==> src/rtl/mvm_driver.sv <==
`default_nettype none
// ---------------------------------------------------------------------------
// mvm_driver: stages upstream operand words, sequences an MVM core through
// matrix/vector load and start, and buffers its K results.        Rev 1.0
// ---------------------------------------------------------------------------
module mvm_driver #(
  parameter int K = 12,
  parameter int B = 8
) (
  input  logic           clk,
  input  logic           reset,
  input  logic           in_valid,
  output logic           in_ready,
  input  logic [B-1:0]   in_data,
  input  logic           in_new_matrix,
  output logic           loadMatrix,
  output logic           loadVector,
  output logic           start,
  output logic [B-1:0]   mvm_data,
  input  logic           mvm_done,
  input  logic [2*B-1:0] mvm_result,
  output logic           out_valid,
  input  logic           out_ready,
  output logic [2*B-1:0] out_data,
  output logic           busy
);

  localparam int MAT_N = K * K;
  localparam int TOT_N = MAT_N + K;
  localparam int AW    = (TOT_N > 1) ? $clog2(TOT_N) : 1;
  localparam int IW    = AW + 1;
  localparam int PW    = (K > 1) ? $clog2(K) : 1;
  localparam int CW    = $clog2(K + 1);

  localparam logic [AW-1:0] VEC_BASE  = AW'(MAT_N);
  localparam logic [AW-1:0] LAST_ADDR = AW'(TOT_N - 1);
  localparam logic [IW-1:0] MAT_END   = IW'(MAT_N);
  localparam logic [IW-1:0] MAT_GAP   = IW'(MAT_N + 1);
  localparam logic [IW-1:0] VEC_END   = IW'(K);
  localparam logic [IW-1:0] VEC_GAP   = IW'(K + 1);
  localparam logic [IW-1:0] RES_LAST  = IW'(K - 1);
  localparam logic [PW-1:0] PTR_LAST  = PW'(K - 1);
  localparam logic [CW-1:0] CNT_ONE   = CW'(1);

  typedef enum logic [2:0] {
    S_IDLE    = 3'd0,
    S_FILL    = 3'd1,
    S_LDM     = 3'd2,
    S_LDV     = 3'd3,
    S_RUN     = 3'd4,
    S_WAIT    = 3'd5,
    S_COLLECT = 3'd6,
    S_DRAIN   = 3'd7
  } state_t;

  state_t         state_q;
  logic           in_ready_q;
  logic           load_m_q;
  logic           load_v_q;
  logic           start_q;
  logic           job_flag_q;
  logic           mat_loaded_q;
  logic [B-1:0]   mvm_data_q;
  logic [AW-1:0]  wr_addr_q;
  logic [IW-1:0]  idx_q;
  logic [PW-1:0]  wr_ptr_q;
  logic [PW-1:0]  rd_ptr_q;
  logic [CW-1:0]  count_q;
  logic [B-1:0]   stage_q [TOT_N];
  logic [2*B-1:0] fifo_q  [K];

  logic           accept;
  logic           flag_d;
  logic           last_word;
  logic           take_matrix;
  logic           push;
  logic           pop;
  logic           fifo_empty;
  logic [AW-1:0]  wr_addr_d;

  // A vector-only request before any matrix has been loaded is promoted to a full job.
  assign accept      = in_valid && in_ready_q;
  assign flag_d      = in_new_matrix || !mat_loaded_q;
  assign wr_addr_d   = (state_q == S_IDLE) ? (flag_d ? '0 : VEC_BASE) : wr_addr_q;
  assign last_word   = (wr_addr_d == LAST_ADDR);
  assign take_matrix = (state_q == S_IDLE) ? flag_d : job_flag_q;

  assign fifo_empty  = (count_q == '0);
  assign push        = (state_q == S_COLLECT);
  assign out_valid   = ((state_q == S_COLLECT) || (state_q == S_DRAIN)) && !fifo_empty;
  assign pop         = out_valid && out_ready;
  assign out_data    = out_valid ? fifo_q[rd_ptr_q] : '0;

  assign in_ready    = in_ready_q;
  assign loadMatrix  = load_m_q;
  assign loadVector  = load_v_q;
  assign start       = start_q;
  assign mvm_data    = mvm_data_q;
  assign busy        = (state_q != S_IDLE);

  always_ff @(posedge clk) begin
    if (accept) begin
      stage_q[wr_addr_d] <= in_data;
    end
  end

  always_ff @(posedge clk) begin
    if (push) begin
      fifo_q[wr_ptr_q] <= mvm_result;
    end
  end

  always_ff @(posedge clk or posedge reset) begin
    if (reset) begin
      wr_ptr_q <= '0;
      rd_ptr_q <= '0;
      count_q  <= '0;
    end else begin
      if (push) begin
        wr_ptr_q <= (wr_ptr_q == PTR_LAST) ? '0 : wr_ptr_q + PW'(1);
      end
      if (pop) begin
        rd_ptr_q <= (rd_ptr_q == PTR_LAST) ? '0 : rd_ptr_q + PW'(1);
      end
      if (push && !pop) begin
        count_q <= count_q + CNT_ONE;
      end else if (pop && !push) begin
        count_q <= count_q - CNT_ONE;
      end
    end
  end

  always_ff @(posedge clk or posedge reset) begin
    if (reset) begin
      state_q      <= S_IDLE;
      in_ready_q   <= 1'b0;
      load_m_q     <= 1'b0;
      load_v_q     <= 1'b0;
      start_q      <= 1'b0;
      job_flag_q   <= 1'b0;
      mat_loaded_q <= 1'b0;
      mvm_data_q   <= '0;
      wr_addr_q    <= '0;
      idx_q        <= '0;
    end else begin
      load_m_q <= 1'b0;
      load_v_q <= 1'b0;
      start_q  <= 1'b0;
      unique case (state_q)
        S_IDLE, S_FILL: begin
          in_ready_q <= 1'b1;
          if (accept) begin
            wr_addr_q <= wr_addr_d + AW'(1);
            if (state_q == S_IDLE) begin
              job_flag_q <= flag_d;
            end
            if (last_word) begin
              in_ready_q <= 1'b0;
              idx_q      <= '0;
              if (take_matrix) begin
                state_q      <= S_LDM;
                load_m_q     <= 1'b1;
                mat_loaded_q <= 1'b1;
              end else begin
                state_q  <= S_LDV;
                load_v_q <= 1'b1;
              end
            end else begin
              state_q <= S_FILL;
            end
          end
        end
        // Words follow the load pulse back to back; one idle slot precedes the next pulse.
        S_LDM: begin
          idx_q <= idx_q + IW'(1);
          if (idx_q < MAT_END) begin
            mvm_data_q <= stage_q[idx_q[AW-1:0]];
          end else begin
            mvm_data_q <= '0;
          end
          if (idx_q == MAT_GAP) begin
            state_q  <= S_LDV;
            load_v_q <= 1'b1;
            idx_q    <= '0;
          end
        end
        S_LDV: begin
          idx_q <= idx_q + IW'(1);
          if (idx_q < VEC_END) begin
            mvm_data_q <= stage_q[VEC_BASE + idx_q[AW-1:0]];
          end else begin
            mvm_data_q <= '0;
          end
          if (idx_q == VEC_GAP) begin
            state_q <= S_RUN;
            start_q <= 1'b1;
            idx_q   <= '0;
          end
        end
        S_RUN: begin
          state_q <= S_WAIT;
        end
        S_WAIT: begin
          if (mvm_done) begin
            state_q <= S_COLLECT;
            idx_q   <= '0;
          end
        end
        S_COLLECT: begin
          idx_q <= idx_q + IW'(1);
          if (idx_q == RES_LAST) begin
            state_q <= S_DRAIN;
          end
        end
        S_DRAIN: begin
          if (fifo_empty || ((count_q == CNT_ONE) && pop)) begin
            state_q    <= S_IDLE;
            in_ready_q <= 1'b1;
          end
        end
        default: begin
          state_q <= S_IDLE;
        end
      endcase
    end
  end

endmodule
`default_nettype wire

==> config.mk <==
export PLATFORM = sky130hd
export DESIGN_NAME = mvm_driver
export DESIGN_NICKNAME = d
export VERILOG_FILES = /design/src/rtl/mvm_driver.sv
export SDC_FILE = /design/constraint.sdc
export NUM_CORES = 2
export LEC_CHECK = 0
export ABC_AREA = 1
export CAP_MARGIN = 20
export CORE_MARGIN = 2
export CORE_UTILIZATION = 25
export CTS_BUF_LIST = sky130_fd_sc_hd__clkbuf_4 sky130_fd_sc_hd__clkbuf_8 sky130_fd_sc_hd__clkbuf_16
export DETAILED_ROUTE_END_ITERATION = 8
export DONT_BUFFER_PORTS = 1
export SLEW_MARGIN = 15
export SYNTH_ARGS = -nofsm -noshare
export SYNTH_HDL_FRONTEND = slang
export SYNTH_SLANG_ARGS = --single-unit
==> constraint.sdc <==
create_clock -name clk -period 2.95 [get_ports clk]
set_input_delay 0.295 -clock clk [delete_from_list [all_inputs] [get_ports clk]]
set_output_delay 0.295 -clock clk [all_outputs]
set_load 0.05 [all_outputs]
Word level (Yosys, flattened, before mapping)
Memory sizes are Yosys's and may differ from the RTL's.
Index checks and enable logic that the tools add are counted.
- word-level logic and storage cells: 116
- RAM bits: 1440
- input port bits: 30
- memories kept: 2
- output and inout port bits: 30
- register bits after elaboration: 46
- memory list (name ; words ; width ; read ports ; clocked after memory_dff ; wr ports ; line ; RTL):
    stage_q ; 156 ; 8 ; 2 ; 0 ; 1 ; 69 ; logic [B-1:0] stage_q [TOT_N];
    fifo_q ; 12 ; 16 ; 1 ; 0 ; 1 ; 70 ; logic [2*B-1:0] fifo_q [K];
- add/subtract/negate cells: 7
- equal/unequal tests: 21
- muxes and demuxes: 45
- $lt $le $gt $ge: 2
- reductions and logical operators: 26
- operators with widths (cell ; count):
    $mux W9 ; 5
    $pmux W9 S5 ; 1
    $mux W8 ; 4
    $mux W3 ; 7
    $pmux W3 S7 ; 1
    $mux W1 ; 19
    $eq A9 B4 Y1 const B ; 2
    $mux W16 ; 1
    $mux W4 ; 4
    $pmux W8 S2 ; 1
    $add A4 B1 Y4 const B ; 3
    $eq A3 B3 Y1 const B ; 4
    $ne A2 B2 Y1 const B ; 5
    $add A9 B1 Y9 const B ; 1
    $eq A9 B8 Y1 const B ; 1
    $lt A9 B4 Y1 const B ; 1
    $lt A9 B8 Y1 const B ; 1
    $add A8 B1 Y8 const B ; 1
    $add A8 B8 Y8 const A ; 1
    $eq A4 B4 Y1 const B ; 2
    $eq A8 B8 Y1 const B ; 1
    $reduce_and A4 Y1 ; 2
    $eq A3 B2 Y1 const B ; 2
    $logic_and A1 B1 Y1 ; 6
    15 further kinds ; 25

Depth between registers and ports, before layout
- depth in word-level cells: 8
- gate-level depth with buffers: 21
- mapped depth without buffers: 18

Worst setup path before layout
No wires, ideal clock.
- path kind: register -> output
- start: register count_q[0]
- end: output out_data[10]
- required time: 2.655 ns
- path buffers: 1
- stages on the path, launching flop included: 9
- data arrival time: 3.247 ns
- path slack: -0.592 ns
- cells stage by stage: dfrtp_1 -> inv_1 -> ha_1 -> inv_1 -> nor3_1 -> nor2_1 -> inv_1 -> clkbuf_1 -> a311oi_1
- longest elaborated chain between the ends: 4
- ends and longest elaborated chain (item ; line ; RTL):
    start, declared ; 68 ; logic [CW-1:0] count_q;
    start signal, assigned ; 126 ; count_q <= count_q + CNT_ONE;
    start signal, assigned ; 128 ; count_q <= count_q - CNT_ONE;
    $logic_not A4 Y1 ; 88 ; assign fifo_empty = (count_q == '0);
    $logic_not A1 Y1 ; 90 ; assign out_valid = ((state_q == S_COLLECT) || (state_q == S_DRAIN)) && !fifo_empty;
    $logic_and A1 B1 Y1 ; 90 ;
    via out_valid ; 22 ; output logic out_valid,
    $mux W16 ; 92 ; assign out_data = out_valid ? fifo_q[rd_ptr_q] : '0;
    end, declared ; 24 ; output logic [2*B-1:0] out_data,
The timed path passes the listed nets, and every way through them passes these cells.

Worst setup path in the final report
- start: register count_q[1]
- end: output out_data[11]
- longest elaborated chain between the ends: 4
- ends and longest elaborated chain (item ; line):
    $logic_not A4 Y1 ; 88
    $logic_not A1 Y1 ; 90
    $logic_and A1 B1 Y1 ; 90
    $mux W16 ; 92
No other way between the ends.

==> results.cfg <==
[global_route]
grt_antenna_before_repair = 5
grt_max_degree = 157
grt_overflow_total = 0
grt_pass1_wl_um = 262000
grt_use_total = 0.133
grt_pass1_vias = 41700

[worst_setup_path]
cp-start-kind = flop
r2r_end = stage_q[103][2]
cp_cell_sequence = inv_2 -> ha_4 -> inv_4 -> nor3_4 -> nor2_2 -> buf_6 -> clkinvlp_4 -> clkbuf_16 -> a311oi_4 -> buf_6
r2r-start = state_q[1]
cp_top_family = buffers and inverters
r2r_slack_ns = 0.14
critical_path_required_ns = 2.65
slowest_delay_ns = 0.37
crit_end = out_data[11]
arrival_ns = 2.59
setup.worst_path.start = count_q[1]
critPathKind = reg2out
cp_num_buf_inv = 6
cp_max_fo = 5
worst-path-stages = 10
end_kind = output pin
path_common_cell = buf_6
slowest_stage = dfrtp_1
reg2reg_depth = 8

[place]
placed_cell_area_um2 = 69000
place_congestion = 0.879
place_hpwl_um = 104000
io_buffers = 0

[detailed_routing]
drcViolationCount = 0
drt_first_pass_iters = 5
via_per_inst = 4.57
vias = 43400
totalWireLength_um = 176000
ant_nets = 0
wire_per_inst_um = 18.6
dr.first_iter.drc_count = 4817

[sta]
timing.hold.ws_ns = 0.0505
finalHoldViolations = 0
tightest_slew_ns = 1.01
slew_headroom = 0.326
skew_ns = 0.0323
max_clock_freq_mhz = 347
rsz0062_at_grt = yes
min_period_ns = 2.88
min_period_over_period = 0.977
setup_viol = 0
finalMaxSlewViolations = 0

[synth]
ys_seq_area_frac = 0.703
ys_ff_latch = 1486
yosysUniqueCellTypes = 40
yosysWarnings = 0
syn-cell-area_um2 = 63200
avgSynthCellArea_um2 = 10.8
syn_inst = 5846
syn_nets = 5894

[floorplan]
die_w_um = 507
start_util = 0.251
core_area_um2 = 251000
die-area_um2 = 257000
ios = 60
fp-row-count = 184
die_h_um = 507

[final_layout]
layout-drive-gt1-share = 0.110
fin_nets = 6091
final_core_util = 0.299
mostFrequentLayoutCells = 1,440 x edfxtp_1, 1,350 x nand2_1, 855 x nor2_1
area_growth_pct = 18.9
design_area_um2 = 75100
mostFrequentLayoutCell = edfxtp_1

[pwr]
vdd_drop_max_mv = 0.567
power_leakage_nw = 27.6
p_per_area_nw_per_um2 = 577
power.total_mw = 43.3

[worst_hold_path]
min_path_cells = 1
worstHoldPathType = in2reg

[clock_network]
numCtsBuffers = 151
cts_tree = yes
clk_latency_ns = 0.80
path_clk_slew_ns = 0.06
ctsRootBufferMaster = clkbuf_16
htreeDepth = 4
clockBufferDepth = 3
cts_sinks = 1486

[run_status]
status = completed

[job]
drv_cap = 0
==> synth_stat cells <==
| cell | n | share of area |
|---|---|---|
| a21oi_1 | 93 | 0.0074 |
| a21oi_2 | 1 | 0.00014 |
| a221oi_1 | 16 | 0.0022 |
| a311oi_1 | 16 | 0.0022 |
| a31oi_1 | 1 | 0.000099 |
| buf_1 | 49 | 0.0029 |
| buf_2 | 101 | 0.0080 |
| buf_4 | 5 | 0.00059 |
| buf_6 | 1 | 0.00018 |
| clkbuf_1 | 167 | 0.0099 |
| clkinv_1 | 6 | 0.00036 |
| dfrtp_1 | 46 | 0.018 |
| edfxtp_1 | 1440 | 0.68 |
| ha_1 | 18 | 0.0036 |
| inv_1 | 517 | 0.031 |
| inv_2 | 6 | 0.00036 |
| nand2_1 | 1350 | 0.080 |
| nand2_2 | 1 | 0.000099 |
| nand2_4 | 1 | 0.00018 |
| nand3_1 | 516 | 0.041 |
| nand3_2 | 1 | 0.00016 |
| nand3b_1 | 4 | 0.00048 |
| nand4_1 | 5 | 0.00050 |
| nor2_1 | 859 | 0.051 |
| nor2_2 | 3 | 0.00030 |
| nor2_4 | 1 | 0.00018 |
| nor2_8 | 1 | 0.00032 |
| nor3_1 | 19 | 0.0015 |
| nor3_4 | 1 | 0.00026 |
| nor4_1 | 3 | 0.00030 |
| o211ai_1 | 56 | 0.0067 |
| o21a_1 | 1 | 0.00012 |
| o21ai_0 | 472 | 0.037 |
| o21ai_2 | 2 | 0.00028 |
| o221ai_1 | 8 | 0.0011 |
| o22ai_1 | 46 | 0.0046 |
| o31ai_1 | 1 | 0.00012 |
| o41ai_1 | 1 | 0.00014 |
| xnor2_1 | 3 | 0.00042 |
| xor2_1 | 8 | 0.0011 |
==> layout make-up <==
type                       count  area (um^2)
antenna                        1         2.50
clock buffer                 187         4110
clock inverter                87          982
fill                       25400       176000
inverter                     529         2010
multi-input combinational   3508        15700
sequential                  1486        44400
tap                         3348         4190
timing repair buffer         367         3640
==> how the worst min path moves through the flow <==
stage / from / endpoint / slack (ns)
2_1_floorplan: mvm_result[0] / fifo_q[0][0] / 0.39
3_3_place_gp: mvm_result[1] / fifo_q[10][1] / 0.39
3_5_place_dp: mvm_result[2] / fifo_q[10][2] / 0.39
4_1_cts: in_data[1] / stage_q[71][1] / 0.05
5_1_grt: in_data[1] / stage_q[70][1] / 0.06
6_report: in_data[1] / stage_q[71][1] / 0.05
==> registers in the layout, summed over array words and instances, names as in the netlist <==
| register | cells |
|---|---|
| wr_addr_q | 8 |
| job_flag_q | 1 |
| loadVector | 1 |
| loadMatrix | 1 |
| mat_loaded_q | 1 |
| start | 1 |
| in_ready | 1 |
| idx_q | 9 |
| wr_ptr_q | 4 |
| fifo_q | 192 |
| state_q | 3 |
| rd_ptr_q | 4 |
| mvm_data | 8 |
| count_q | 4 |
| stage_q | 1248 |
==> stage by stage <==
step	TNS, ns	worst slack [ns]	instances
2_1_floorplan	-0.505	-0.0842	5846
3_3_place_gp	-0.648	-0.0814	9190
3_5_place_dp	-0.605	-0.0760	9190
4_1_cts	-0.00216	-0.00216	9500
5_1_grt	-0.304	-0.0361	9513
6_report	0	0.0668	9513
==> metal layers <==
metal / up-vias / part of all wire / routed length [um] / GRT usage
li1: 20200 / - / - / -
met1: 21300 / 0.43 / 76300 / 0.182
met2: 1675 / 0.46 / 80800 / 0.209
met3: 280 / 0.078 / 13800 / 0.0241
met4: 4 / 0.031 / 5480 / 0.0466
met5: - / 0.00012 / 22 / 0
==> power breakdown <==
part	total (mW)	internal, mW	switching (mW)	leakage, nW
logic	0.441	0.0487	0.393	11.6
registers	23.1	23.1	0	13.5
clock network	19.7	11.4	8.34	2.52
total	43.3	34.6	8.73	27.6
==> repair_timing <==
| action | 4_1_cts | 5_1_grt |
|---|---|---|
| hold buffers | 28 | 0 |
| hold endpoints to repair | 1500 | 0 |
| gates resized for setup | 30 | 37 |
| setup buffers | 8 | 7 |
| cloned | 0 | 5 |
| pin swaps | 7 | 7 |
| endpoints found under the setup margin | 24 | 32 |
==> cell families after synthesis <==
family,share of synthesized area
flops,0.703
buf+inv,0.0531
compound gates,0.0624
fa+ha+maj,0.00357
simple gates,0.176
xor+xnor,0.00153
Power figures use the tool's default switching activity.
